File: config.mk
export PLATFORM = sky130hd
export DESIGN_NAME = entrada_decimal
export DESIGN_NICKNAME = d
export VERILOG_FILES = /design/src/rtl/entrada_decimal.sv
export SDC_FILE = /design/constraint.sdc
export NUM_CORES = 1
export LEC_CHECK = 0
export CAP_MARGIN = 15
export CORE_ASPECT_RATIO = 0.5
export CORE_UTILIZATION = 48
export CTS_CLUSTER_SIZE = 12
export DETAILED_ROUTE_END_ITERATION = 6
export PLACE_DENSITY = 0.67
export SKIP_CTS_REPAIR_TIMING = 1
export SLEW_MARGIN = 20
export SYNTH_ARGS = -nofsm -noshare
export SYNTH_HDL_FRONTEND = slang
export SYNTH_SLANG_ARGS = --single-unit
File: constraint.sdc
create_clock -name clock -period 4.5 [get_ports clock]
set_clock_uncertainty 0.15 [all_clocks]
set_input_delay 0.9 -clock clock [delete_from_list [all_inputs] [get_ports clock]]
set_output_delay 0.9 -clock clock [all_outputs]
set_load 0.03 [all_outputs]
File: src/rtl/entrada_decimal.sv
// Decimal keypad entry: decodes active-low 7-segment digits into a binary
// accumulator, presents the committed value with a valid/ready handshake.
module entrada_decimal #(
  parameter int MAX_DIGITS = 8
) (
  input  logic        clock,
  input  logic        reset,
  input  logic [6:0]  seg_in,
  input  logic        seg_valid,
  output logic        seg_ready,
  input  logic        commit,
  input  logic        clear,
  output logic [31:0] valor,
  output logic        valor_valid,
  input  logic        valor_ready,
  output logic [3:0]  digit_count,
  output logic        erro
);

  typedef enum logic [1:0] {IDLE, ENTRY, HOLD, ERROR} state_t;

  localparam logic [3:0] MAXD = 4'(MAX_DIGITS);

  state_t      state;
  logic [31:0] acc;

  logic        dig_ok;
  logic [3:0]  dig;
  logic        accept;
  logic [31:0] acc_nxt;
  logic [3:0]  cnt_nxt;

  // Pattern bit order is {g,f,e,d,c,b,a}; "1" has two legal encodings.
  always_comb begin
    dig_ok = 1'b1;
    dig    = 4'd0;
    case (seg_in)
      7'b1000000: dig = 4'd0;
      7'b1111001,
      7'b1001111: dig = 4'd1;
      7'b0100100: dig = 4'd2;
      7'b0110000: dig = 4'd3;
      7'b0011001: dig = 4'd4;
      7'b0010010: dig = 4'd5;
      7'b0000010: dig = 4'd6;
      7'b1111000: dig = 4'd7;
      7'b0000000: dig = 4'd8;
      7'b0010000: dig = 4'd9;
      default:    dig_ok = 1'b0;
    endcase
  end

  assign seg_ready = ((state == IDLE) || (state == ENTRY)) && (digit_count < MAXD);
  assign accept    = seg_valid && seg_ready;

  always_comb begin
    acc_nxt = acc;
    cnt_nxt = digit_count;
    if (accept && dig_ok) begin
      acc_nxt = (acc << 3) + (acc << 1) + {28'd0, dig};
      cnt_nxt = digit_count + 4'd1;
    end
  end

  always_ff @(posedge clock or negedge reset) begin
    if (!reset) begin
      state       <= IDLE;
      acc         <= '0;
      valor       <= '0;
      valor_valid <= 1'b0;
      digit_count <= '0;
      erro        <= 1'b0;
    end else if (clear) begin
      state       <= IDLE;
      acc         <= '0;
      valor_valid <= 1'b0;
      digit_count <= '0;
      erro        <= 1'b0;
    end else begin
      case (state)
        IDLE, ENTRY: begin
          if (accept && !dig_ok) begin
            // a bad digit wins over a same-cycle commit
            erro  <= 1'b1;
            state <= ERROR;
          end else begin
            acc         <= acc_nxt;
            digit_count <= cnt_nxt;
            if (commit) begin
              valor       <= acc_nxt;
              valor_valid <= 1'b1;
              state       <= HOLD;
            end else if (accept) begin
              state <= ENTRY;
            end
          end
        end
        HOLD: begin
          if (valor_ready) begin
            valor_valid <= 1'b0;
            acc         <= '0;
            digit_count <= '0;
            state       <= IDLE;
          end
        end
        default: ;
      endcase
    end
  end

endmodule

; ---- After elaboration in Yosys (flattened, before gate mapping)
; Index checks and enable logic that the tools add are counted.
[word_totals]
output_inout_bits = 39
input_bits = 13
wordCells = 75
register_bits = 72
[op_classes]
bitwise = 2
order_cmp = 1
reduce_logical = 20
n_addsub = 3
n_eq_ne = 17
muxes = 26
[op_table]
columns = cell, count
row1 = 32-bit two-way mux, 4
row2 = 32-bit case mux with 2 select lines, 1
row3 = 4-bit case mux with 9 select lines, 1
row4 = 32-bit adder, 1
row5 = 32-bit by 4-bit adder with 32-bit output, 1
row6 = "7-bit == test, second input constant", 4
row7 = "7-bit by 5-bit == test with 1-bit output, second input constant", 3
row8 = 4-bit two-way mux, 4
row9 = "7-bit by 6-bit == test with 1-bit output, second input constant", 2
row10 = "3-bit inequality test, second input constant", 4
row11 = 4-bit AND reduction, 3
row12 = 11-bit OR reduction, 1
row13 = 2-bit two-way mux, 5
row14 = 1-bit two-way mux, 8
row15 = 4-bit case mux with 2 select lines, 1
row16 = "7-bit by 2-bit == test with 1-bit output, second input constant", 1
row17 = 7-bit zero test, 1
row18 = 3-bit AND reduction, 2
row19 = "5-bit inequality test, second input constant", 1
row20 = "4-bit by 1-bit adder with 4-bit output, second input constant", 1
row21 = 1-bit logical AND, 4
row22 = "4-bit less-than comparator, second input constant", 1
row23 = 2-bit case mux with 2 select lines, 1
row24 = 2-bit nonzero test, 2
row25 = 10 further kinds, 12

; ---- Longest topological paths before layout
[logic_depth]
ltp_word = 9
ltp_mapped = 19
ltp_nobuf = 18

; ---- Least setup slack after synthesis
; Ideal clock, no wire load.
[synth_timing]
path_kind = input to register
startpoint = input port seg_in[5]
endpoint = register acc[26]
t_required_ps = 4267
path_buffers = 1
setup_time_ps = 83
t_arrival_ps = 4089
setup_slack_ps = 178
stages = 17
cell_sequence = clkbuf_1 -> nand2b_1 -> or3_1 -> a21o_1 -> a21oi_1 -> ha_1 -> ha_1 -> inv_1 -> fa_1 -> nand2b_1 -> a21oi_1 -> o21ai_0 -> o31a_1 -> o211ai_1 -> a31oi_1 -> xor2_1 -> o21ai_0
[synth_via]
elab_chain_len = 8
elab_cells_between_ends = 25
cone_classes = 1 x add/sub / 11 x eq/ne / 6 x mux / 7 x reduce/logical
[synth_rtl]
columns = item, line
row1 = from (decl), 8  ; input logic [6:0] seg_in,
row2 = "7-bit == test, or another cell as far along", 37  ; case (seg_in)
row3 = 2-bit OR reduction / 11-bit OR reduction (equally long branches), n/a
row4 = 4-bit case mux with 9 select lines / 1-bit two-way mux (equally long branches), 37
row5 = 32-bit by 4-bit adder with 32-bit output / 1-bit logical AND (equally long branches), "60, 59"
row6 = 32-bit two-way mux, 59  ; if (accept && dig_ok) begin
row7 = 32-bit two-way mux, 82  ; if (accept && !dig_ok) begin
row8 = 32-bit case mux with 2 select lines, 80  ; case (state)
row9 = 32-bit two-way mux, 73  ; end else if (clear) begin
row10 = to (signal assigned), 87  ; acc <= acc_nxt;
row11 = to (decl), 25  ; logic [31:0] acc;
; Several ways; a longest one is shown, not always the timed one. The select of a mux whose other input is x is not followed.
; A chain may end at the register's enable or synchronous reset.

; ---- Final worst setup path
[layout_timing]
startpoint = input port seg_in[0]
endpoint = register valor[31]
[layout_via]
elab_chain_len = 7
elab_cells_between_ends = 22
cone_classes = 1 x add/sub / 10 x eq/ne / 3 x mux / 1 x bitwise / 7 x reduce/logical
[layout_rtl]
columns = item, line
row1 = branches (longest 7 deep; another with 32-bit by 4-bit adder with 32-bit output), n/a
row2 = to (signal assigned), 90  ; valor <= acc_nxt;
row3 = to (decl), 13  ; output logic [31:0] valor,
; Several ways; the timed one is not identified.

==> results_tabular.tex <==
\begin{tabular}{lr}
\hline
Metric & Value \\
\hline
\multicolumn{2}{l}{\textbf{Drt}} \\
\quad Top metal layer carrying routed signals & met4 \\
\quad Iteration count of the initial detailed-routing pass & 7 \\
\quad Routed wl met2 & 5.83 mm \\
\quad Residual DRC count & 0 \\
\quad Residual antenna-violating net count after detailed routing & 0 \\
\quad Post-detailed-routing wire length & 13.3 mm \\
\quad Vias/cell & 5.80 \\
\quad Number of violations reported at the end of detailed-routing iteration 0 & 279 \\
\quad Wl on met1 & 6.83 mm \\
\quad Vias post-DR & 4711 \\
\quad Wirelength per Cell & 16.4 um \\
\quad Routed length on met3 & 532 um \\
\multicolumn{2}{l}{\textbf{Global route}} \\
\quad Pin count of the biggest net entering global routing & 73 \\
\quad First-pass GRT wire length & 23.0 mm \\
\quad Via count of the first global-routing pass & 4571 \\
\quad Number of antenna violations at the first check in global routing & 0 \\
\quad Total GRT Usage & 0.251 \\
\quad Remaining global-route overflow & 0 \\
\multicolumn{2}{l}{\textbf{Timing}} \\
\quad Sum of negative setup slack & 0 ps \\
\quad Unrepaired setup endpoints after global routing & false \\
\quad Total count of hold-check failures in the final report & 0 \\
\quad Shortest clock period the worst path allows after layout & 4330 ps \\
\quad Final-layout worst hold slack & 341 ps \\
\quad Max Fclk & 231 MHz \\
\quad Worst-margin pin slew & 937 ps \\
\quad Total count of max-transition violations in the final report & 0 \\
\quad Normalized max-slew margin & 0.375 \\
\quad Final worst-path cycle share & 0.962 \\
\quad Slack of the critical path & 171 ps \\
\quad Final setup vio count & 0 \\
\multicolumn{2}{l}{\textbf{Synthesis}} \\
\quad Portion of synthesized cell area occupied by the leading cell type & 0.339 \\
\quad Number of synthesized register bits & 72 \\
\quad Post-synth net total & 676 \\
\quad Number of enable-type register cells in the synthesized netlist & 0 \\
\quad Post-synth ARST share & 1.00 \\
\quad Yosys Warn Count & 0 \\
\quad Mean Syn Cell Area & 8.84 um2 \\
\quad Number of unique standard cell types used by synthesis & 59 \\
\quad Library cell occupying the most area in the post-synthesis netlist & sky130\_fd\_sc\_hd\_\_dfrtp\_1 \\
\quad Primary flip-flop cell chosen by synthesis mapping & sky130\_fd\_sc\_hd\_\_dfrtp\_1 \\
\quad Leading post-synthesis cells by cell area & sky130\_fd\_sc\_hd\_\_dfrtp\_1, sky130\_fd\_sc\_hd\_\_ha\_1, sky130\_fd\_sc\_hd\_\_nand2\_1 \\
\quad Post-synthesis instance area & 5320 um2 \\
\quad Synth Instances & 602 \\
\quad Sequential share of the synthesized area & 0.339 \\
\multicolumn{2}{l}{\textbf{Cells and area}} \\
\quad Most common cell after layout, fill and taps aside & sky130\_fd\_sc\_hd\_\_nand2\_1 \\
\quad Leading cell types in the layout, fill and taps excluded & sky130\_fd\_sc\_hd\_\_nand2\_1, sky130\_fd\_sc\_hd\_\_dfrtp\_1, sky130\_fd\_sc\_hd\_\_ha\_1 \\
\quad Total number of nets in the final design & 741 \\
\quad Footprint of the multi-input gates & 3360 um2 \\
\quad Layout overhead on the synthesized area & 22.8\% \\
\quad Sequential cell area in the final layout & 1800 um2 \\
\quad Fraction of layout instances using a drive strength above 1 & 0.119 \\
\quad Fill cell total of the finished layout & 891 \\
\quad Final antenna diode count & 0 \\
\quad Post-Route Utilization & 0.624 \\
\multicolumn{2}{l}{\textbf{Clock tree}} \\
\quad Root buffer selected by CTS & sky130\_fd\_sc\_hd\_\_clkbuf\_16 \\
\quad CTS Buf Count & 9 \\
\quad Number of sinks on the clock net & 72 \\
\quad Clock-pin slew on the worst setup and hold paths & 60 ps \\
\quad Clk\_lat worst skew & 340 ps \\
\quad Clock tree from TritonCTS & done \\
\quad H-tree level count & 3 \\
\quad Number of buffers on the longest clock path & 2 \\
\multicolumn{2}{l}{\textbf{Floorplan}} \\
\quad Die Y-Extent & 76.4 um \\
\quad Effective utilization at floorplan & 0.508 \\
\quad Die outline width & 151 um \\
\quad Die footprint & 11500 um2 \\
\quad Std-Cell Core Area & 10500 um2 \\
\quad Total number of placement rows & 26 \\
\quad I/O pin total & 52 \\
\multicolumn{2}{l}{\textbf{Setup path}} \\
\quad Critical Path AT & 4390 ps \\
\quad Endpoint kind of the worst setup timing path & flip-flop \\
\quad Master of the slowest instance on the critical path & sky130\_fd\_sc\_hd\_\_fa\_1 \\
\quad Highest net fanout along the worst path & 3 \\
\quad Start-to-end type of the worst setup path & input pin to flip-flop \\
\quad Peak per-stage delay on the critical path & 530 ps \\
\quad Critical path cell sequence & clkdlybuf4s50\_1 > nor3\_2 > nand2\_1 > fa\_1 > inv\_1 > ha\_1 > a211oi\_2 > o21bai\_1 > o41a\_1 > o2111ai\_2 > nand2\_2 > a221oi\_4 > mux2i\_1 > nand3\_1 \\
\quad Worst EP required & 4560 ps \\
\quad Crit path buf inv count & 2 \\
\quad Dominant delay contributor by cell family on the critical path & compound AO/OA/AOI/OAI gates \\
\quad Type of origin of the critical path & input pin \\
\multicolumn{2}{l}{\textbf{Placement}} \\
\quad Detailed placer's ending HPWL & 9.38 mm \\
\quad Global placement routability congestion & 0.851 \\
\quad Worst slack at placement & -429 ps \\
\quad I/O Buffers & 51 \\
\multicolumn{2}{l}{\textbf{Pwr}} \\
\quad Worst VDD drop & 0.185 mV \\
\quad Pwr per Cell Area & 272 nW/um2 \\
\quad Cell leakage power & 3.25 nW \\
\multicolumn{2}{l}{\textbf{Run status}} \\
\quad Run status & finished, final reports clean \\
\multicolumn{2}{l}{\textbf{Worst hold path}} \\
\quad Path class of the lowest-slack min-delay path & flip-flop to flip-flop \\
\multicolumn{2}{l}{\textbf{Flow run}} \\
\quad Max-cap check violation count & 0 \\
\hline
\end{tabular}
==> sequential cells by signal, indices dropped and copies added (netlist names) <==
name and flops:
acc 32, state 2, valor_valid 1, valor 32, digit_count 4, erro 1
==> path summary, 6_finish.rpt <==
check | cells past startpoint | to | start | slack (ps)
hold reg to reg | 2 | valor[25] | valor[25] | 340
setup reg to reg | 12 | valor[31] | acc[0] | 980
max in group asynchronous | 1 | valor_valid | reset | 3040
setup / recovery | 14 | valor[31] | seg_in[0] | 170
hold / removal | 2 | valor[25] | valor[25] | 340
min in group asynchronous | 1 | valor[27] | reset | 560
==> where the power goes <==
group / internal [mW] / switching (mW) / total (mW)
logic: 0.126 / 0.195 / 0.321
clock network: 0.458 / 0.277 / 0.735
registers: 0.692 / 0.0264 / 0.719
==> worst register-to-register path, cell delays in order (launching register included) <==
cell	delay, ps
sky130_fd_sc_hd__dfrtp_1	380
sky130_fd_sc_hd__inv_1	100
sky130_fd_sc_hd__fa_1	560
sky130_fd_sc_hd__inv_1	50
sky130_fd_sc_hd__ha_1	320
sky130_fd_sc_hd__a211oi_2	220
sky130_fd_sc_hd__o21bai_1	110
sky130_fd_sc_hd__o41a_1	470
sky130_fd_sc_hd__o2111ai_2	300
sky130_fd_sc_hd__nand2_2	140
sky130_fd_sc_hd__a221oi_4	300
sky130_fd_sc_hd__mux2i_1	210
sky130_fd_sc_hd__nand3_1	90
==> kinds of logic (layout without fill, tap and decap cells) <==
family                   count (synthesis)  in the layout  synth area share
adder cells (fa/ha/maj)                 61             61             0.146
multiplexers                             6              6            0.0113
buffers and inverters                   52            122            0.0463
XOR/XNOR                                31             31            0.0510
flip-flops                              72             72             0.339
AND/OR/NAND/NOR                        192            192             0.165
AO/OA/AOI/OAI                          188            188             0.242
==> stage by stage <==
stage	std cells	cell area (um2)	power (mW)
after floorplan	602	5320	0.906
after global placement	793	6100	1.05
after detailed placement	793	6100	1.05
after CTS	809	6400	1.79
after global routing	812	6530	1.85
final	812	6530	1.77
==> cell usage after synthesis, drive strengths merged (10+ instances only) <==
cell	n
nor2	51
ha	59
xnor2	17
o21ai	33
inv	19
a21oi	55
buf	20
dfrtp	72
a31oi	20
nand3	11
and3	10
nand2	80
clkbuf	13
xor2	14
a21o	22
nor3	14
a22o	22
==> layer usage <==
layer	track usage	vias to the layer above
met3	0.0443	12
met1	0.373	2283
li1	-	2309
met4	0.0600	0
met5	0	-
met2	0.375	107
==> layout make-up <==
class,count,area share
Tap cell,140,0.0268
Timing Repair Buffer,87,0.125
Sequential cell,72,0.276
Clock buffer,13,0.0398
Inverter,19,0.0109
Multi-Input combinational cell,478,0.515
Clock inverter,3,0.00613
(Power assumes the default switching activity.)
==> variant 1 (config.mk and constraints unchanged) <==
Set the parameter `MAX_DIGITS` to 4 (it was 8).
--- a/src/rtl/entrada_decimal.sv
+++ b/src/rtl/entrada_decimal.sv
@@ -2,5 +2,5 @@
 // accumulator, presents the committed value with a valid/ready handshake.
 module entrada_decimal #(
-  parameter int MAX_DIGITS = 8
+  parameter int MAX_DIGITS = 4
 ) (
   input  logic        clock,
Formal check against the unedited RTL: same outputs for any inputs over 4 cycles, from zero or initial values and one cycle with reset low; that may be too few to reach the edited logic, so the function may still have changed.
==> variant 1 against the original RTL <==
Die area decreased by 3.8%; sequential cell count unchanged; combinational power is 37% lower; routed wire length down 2.9%; synthesized area shrank 3.8%; register-to-register slack about the same; highest routed layer unchanged; power is 14% lower; setup slack worse by 160 ps; sequential share of layout area up 0.50 points; cell area down 1.8%; critical path depth is 1 higher.
==> variant 1: results <==
export IMPL_cp_slowest_cell="or4_4"
export IMPL_largestRegisters="acc x32, valor x32, digit_count x4"
export IMPL_cpPeakStageDelay_ps=520
export IMPL_cts_max_path_buffers=2
export IMPL_synth_compound_area_share_pct=21.8
export IMPL_drive_gt1_share_pct=13.9
export IMPL_synthCells=587
export IMPL_async_flop_share_pct=100
export IMPL_grt_pass1_wl_mm=20.4
export IMPL_portBuffers=51
export IMPL_dp_cells=789
export IMPL_synth_fa_ha_area_share_pct=15.2
export IMPL_path_max_fanout=3
export IMPL_ys_seq_area_share_pct=35.2
export IMPL_critPathTopFamily="simple AND/OR/NAND/NOR gates"
export IMPL_synth_xor_area_share_pct=5.31
export IMPL_hold_path_class="register to register"
export IMPL_muxShareOfSynthArea_pct=2.30
export IMPL_grtUsageTotal_pct=23.7
export IMPL_synth_nets=661
export IMPL_htreeDepth=3
export IMPL_cts_made_buffers=9
export IMPL_vias=4475
export IMPL_grt_pass1_vias=4013
export IMPL_synth_area_top_cells="dfrtp_1, ha_1, nand2_1, o21ai_0, a21oi_1"
export IMPL_worstMarginPinSlew_ps=934
export IMPL_firstDrtPassIters=4
export IMPL_placed_cell_area_mm2=0.00604
export IMPL_clk_pin_slew_worst_paths_ps=60
export IMPL_final_hold_viol_count=0
export IMPL_totalWireLength_mm=12.9
export IMPL_fillers=900
export IMPL_arrival_ps=4600
export IMPL_drt_initial_drc_count=219
export IMPL_vias_per_cell=5.53
export IMPL_synth_common_cells="nand2_1, dfrtp_1, ha_1, o21ai_0, a21oi_1"
export IMPL_cellLeakagePower_nw=3.01
export IMPL_run_status="finished, final reports clean"
export IMPL_antenna_diode_count=0
export IMPL_dp_slack_ps=-696
export IMPL_place_hpwl_mm=9.27
export IMPL_synth_edf_count=0
export IMPL_finalNetCount=738
export IMPL_routabilityCongestion=0.940
export IMPL_synth_cell_types=56
export IMPL_peakVddDrop_mv=0.169
-- variant 1: routing by layer --
metal	GRT usage [%]	vias up	part of all wire [%]
li1	-	2272	-
met1	34.1	2111	51
met2	38.1	78	44
met3	4.12	14	2.9
met4	4.12	0	1.1
met5	0	-	0
-- variant 1: final cells by class --
cell class	count	share of cell area [%]
multi-input combinational	478	51.2
sequential	72	28.1
timing repair buffer	92	13.1
clock buffer	13	3.90
tap	140	2.73
inverter	11	0.644
clock inverter	3	0.273
-- variant 1: power breakdown --
group | internal (mW) | switching, mW
clock network | 0.387 | 0.269
logic | 0.0723 | 0.129
registers | 0.663 | 0.0140
total | 1.12 | 0.411
-- variant 1: final timing paths --
check                          start         to  slack (ps)  cells after the start
max in group asynchronous      reset     acc[9]        3040                      1
hold / removal             valor[11]  valor[11]         330                      2
setup / recovery           seg_in[6]  valor[30]          10                     15
min in group asynchronous      reset  valor[29]         560                      1
hold reg to reg            valor[11]  valor[11]         330                      2
setup reg to reg             acc[15]  valor[31]         980                     11
-- variant 1: metrics by stage --
| stage | utilization, % | hold WS [ps] |
|---|---|---|
| after floorplan | - | 299 |
| after global placement | 58.7 | 310 |
| after detailed placement | 58.7 | 318 |
| after CTS | 61.3 | 331 |
| after global routing | 62.4 | 349 |
| final | 62.4 | 326 |
-- variant 1: worst min-delay path: cells and delay by family, from the launching register on --
kind,cells,cell delay [ps]
AND/OR/NAND/NOR,1,50
AO/OA/AOI/OAI,1,60
flip-flops,1,340
-- variant 1: cells by family after synthesis --
kind of cell / after synthesis
adders and majority gates: 61
DFF: 72
buffers and inverters: 37
AOI/OAI and AO/OA: 181
muxes: 11
and+or+nand+nor: 194
xor gates and xnor gates: 31
==> variant 2 (config.mk and constraints unchanged) <==
Without the edit above. Encoding of `state_t`: now one-hot (4 bits for 4 states).
--- a/src/rtl/entrada_decimal.sv
+++ b/src/rtl/entrada_decimal.sv
@@ -18,5 +18,5 @@
 );
 
-  typedef enum logic [1:0] {IDLE, ENTRY, HOLD, ERROR} state_t;
+  typedef enum logic [3:0] {IDLE = 4'b0001, ENTRY = 4'b0010, HOLD = 4'b0100, ERROR = 4'b1000} state_t;
 
   localparam logic [3:0] MAXD = 4'(MAX_DIGITS);
Check against the original RTL: no difference found for any inputs over 4 cycles, from zero or initial values and one cycle with reset low; so few cycles prove little.
==> variant 2 against the original RTL <==
Setup slack worse by 19 ps; sequential cell count rose by 2; cell area increased by 1.6%; cell count is 2.6% higher; routed wire length is 11% higher; hold slack got worse by 12 ps; synthesized area grew 2.8%; largest cell class unchanged; highest routed layer unchanged.
Power is not compared: it rests on default switching activity, and its combinational part moved more than twofold at a synthesized area within 25%.
==> variant 2: results <==
export IMPL_run_status="finished, final reports clean"
export IMPL_place_hpwl_mm=10.9
export IMPL_synth_common_cells="nand2_1, dfrtp_1, ha_1, o21ai_0, nor2_1"
export IMPL_synth_largest_area_cell="dfrtp_1"
export IMPL_peakVddDrop_mv=0.211
export IMPL_synth_fa_ha_area_share_pct=14.2
export IMPL_firstDrtPassIters=5
export IMPL_grtUsageTotal_pct=26.3
export IMPL_placed_cell_area_mm2=0.00627
export IMPL_wl_met3_um=716
export IMPL_antenna_diode_count=0
export IMPL_wl_met2_mm=6.46
export IMPL_synth_cell_types=64
export IMPL_maxSlewHeadroom_pct=34.6
export IMPL_ys_seq_area_share_pct=33.9
export IMPL_largestRegisters="acc x32, valor x32"
export IMPL_drt_initial_drc_count=378
export IMPL_wire_per_inst_um=17.8
export IMPL_totalWireLength_mm=14.8
export IMPL_grt_pass1_wl_mm=24.3
export IMPL_cp_slowest_cell="fa_2"
export IMPL_rows=27
export IMPL_vias=4897
export IMPL_wl_met1_mm=7.44
export IMPL_dp_slack_ps=-301
export IMPL_cpPeakStageDelay_ps=490
export IMPL_muxShareOfSynthArea_pct=3.59
export IMPL_drive_gt1_share_pct=12.4
export IMPL_finalNetCount=757
export IMPL_synth_xor_area_share_pct=5.12
export IMPL_routabilityCongestion=0.891
export IMPL_dp_cells=816
export IMPL_syn_avg_cell_area_um2=8.91
## variant 2: cell types whose count changed after synthesis, sizes merged, moves of 7 or more
cell	delta
a21o	-9
a21oi	-28
a22o	-18
a22oi	+9
a31oi	-8
a32o	+7
mux2i	+8
nand2b	+7
nand3	+17
nor2	-13
o21ai	+21
o31ai	+7
## variant 2: area by class of cell
class,instances,area [um^2]
Inverter,16,60.1
Clock buffer,9,225
Tap cell,145,181
Multi-Input combinational cell,493,3430
Timing Repair Buffer,89,816
Fill cell,1007,4410
Sequential cell,74,1850
Clock inverter,7,70.1
## variant 2: path summary, 6_finish.rpt
kind / from / cells after the start / slack [ps] / endpoint
setup / recovery: seg_in[5] / 13 / 150 / valor[30]
hold / removal: valor[0] / 2 / 330 / valor[0]
setup reg to reg: acc[2] / 11 / 1190 / valor[30]
hold reg to reg: valor[0] / 2 / 330 / valor[0]
max in group asynchronous: reset / 1 / 3000 / valor[1]
min in group asynchronous: reset / 1 / 570 / valor[29]
## variant 2: worst max-delay path, delay by kind of cell
kind	cells	cell delay (ps)
AO/OA/AOI/OAI	6	1310
XOR/XNOR	1	190
buffers and inverters	1	410
AND/OR/NAND/NOR	3	740
adder cells (fa/ha/maj)	2	900
## variant 2: layer usage
metal | GRT usage (%) | vias to the layer above
met5 | 0 | -
met4 | 6.46 | 0
met3 | 5.14 | 18
met2 | 40.6 | 110
met1 | 37.8 | 2380
li1 | - | 2389
## variant 2: power groups by stage
stage / Clock [mW] / Sequential [mW] / Combinational (mW)
6_report: 0.729 / 0.794 / 0.682
4_1_cts: 0.740 / 0.795 / 0.685
5_1_grt: 0.765 / 0.802 / 0.730
3_3_place_gp: 0 / 0.804 / 0.676
2_1_floorplan: 0 / 0.910 / 0.300
3_5_place_dp: 0 / 0.806 / 0.682
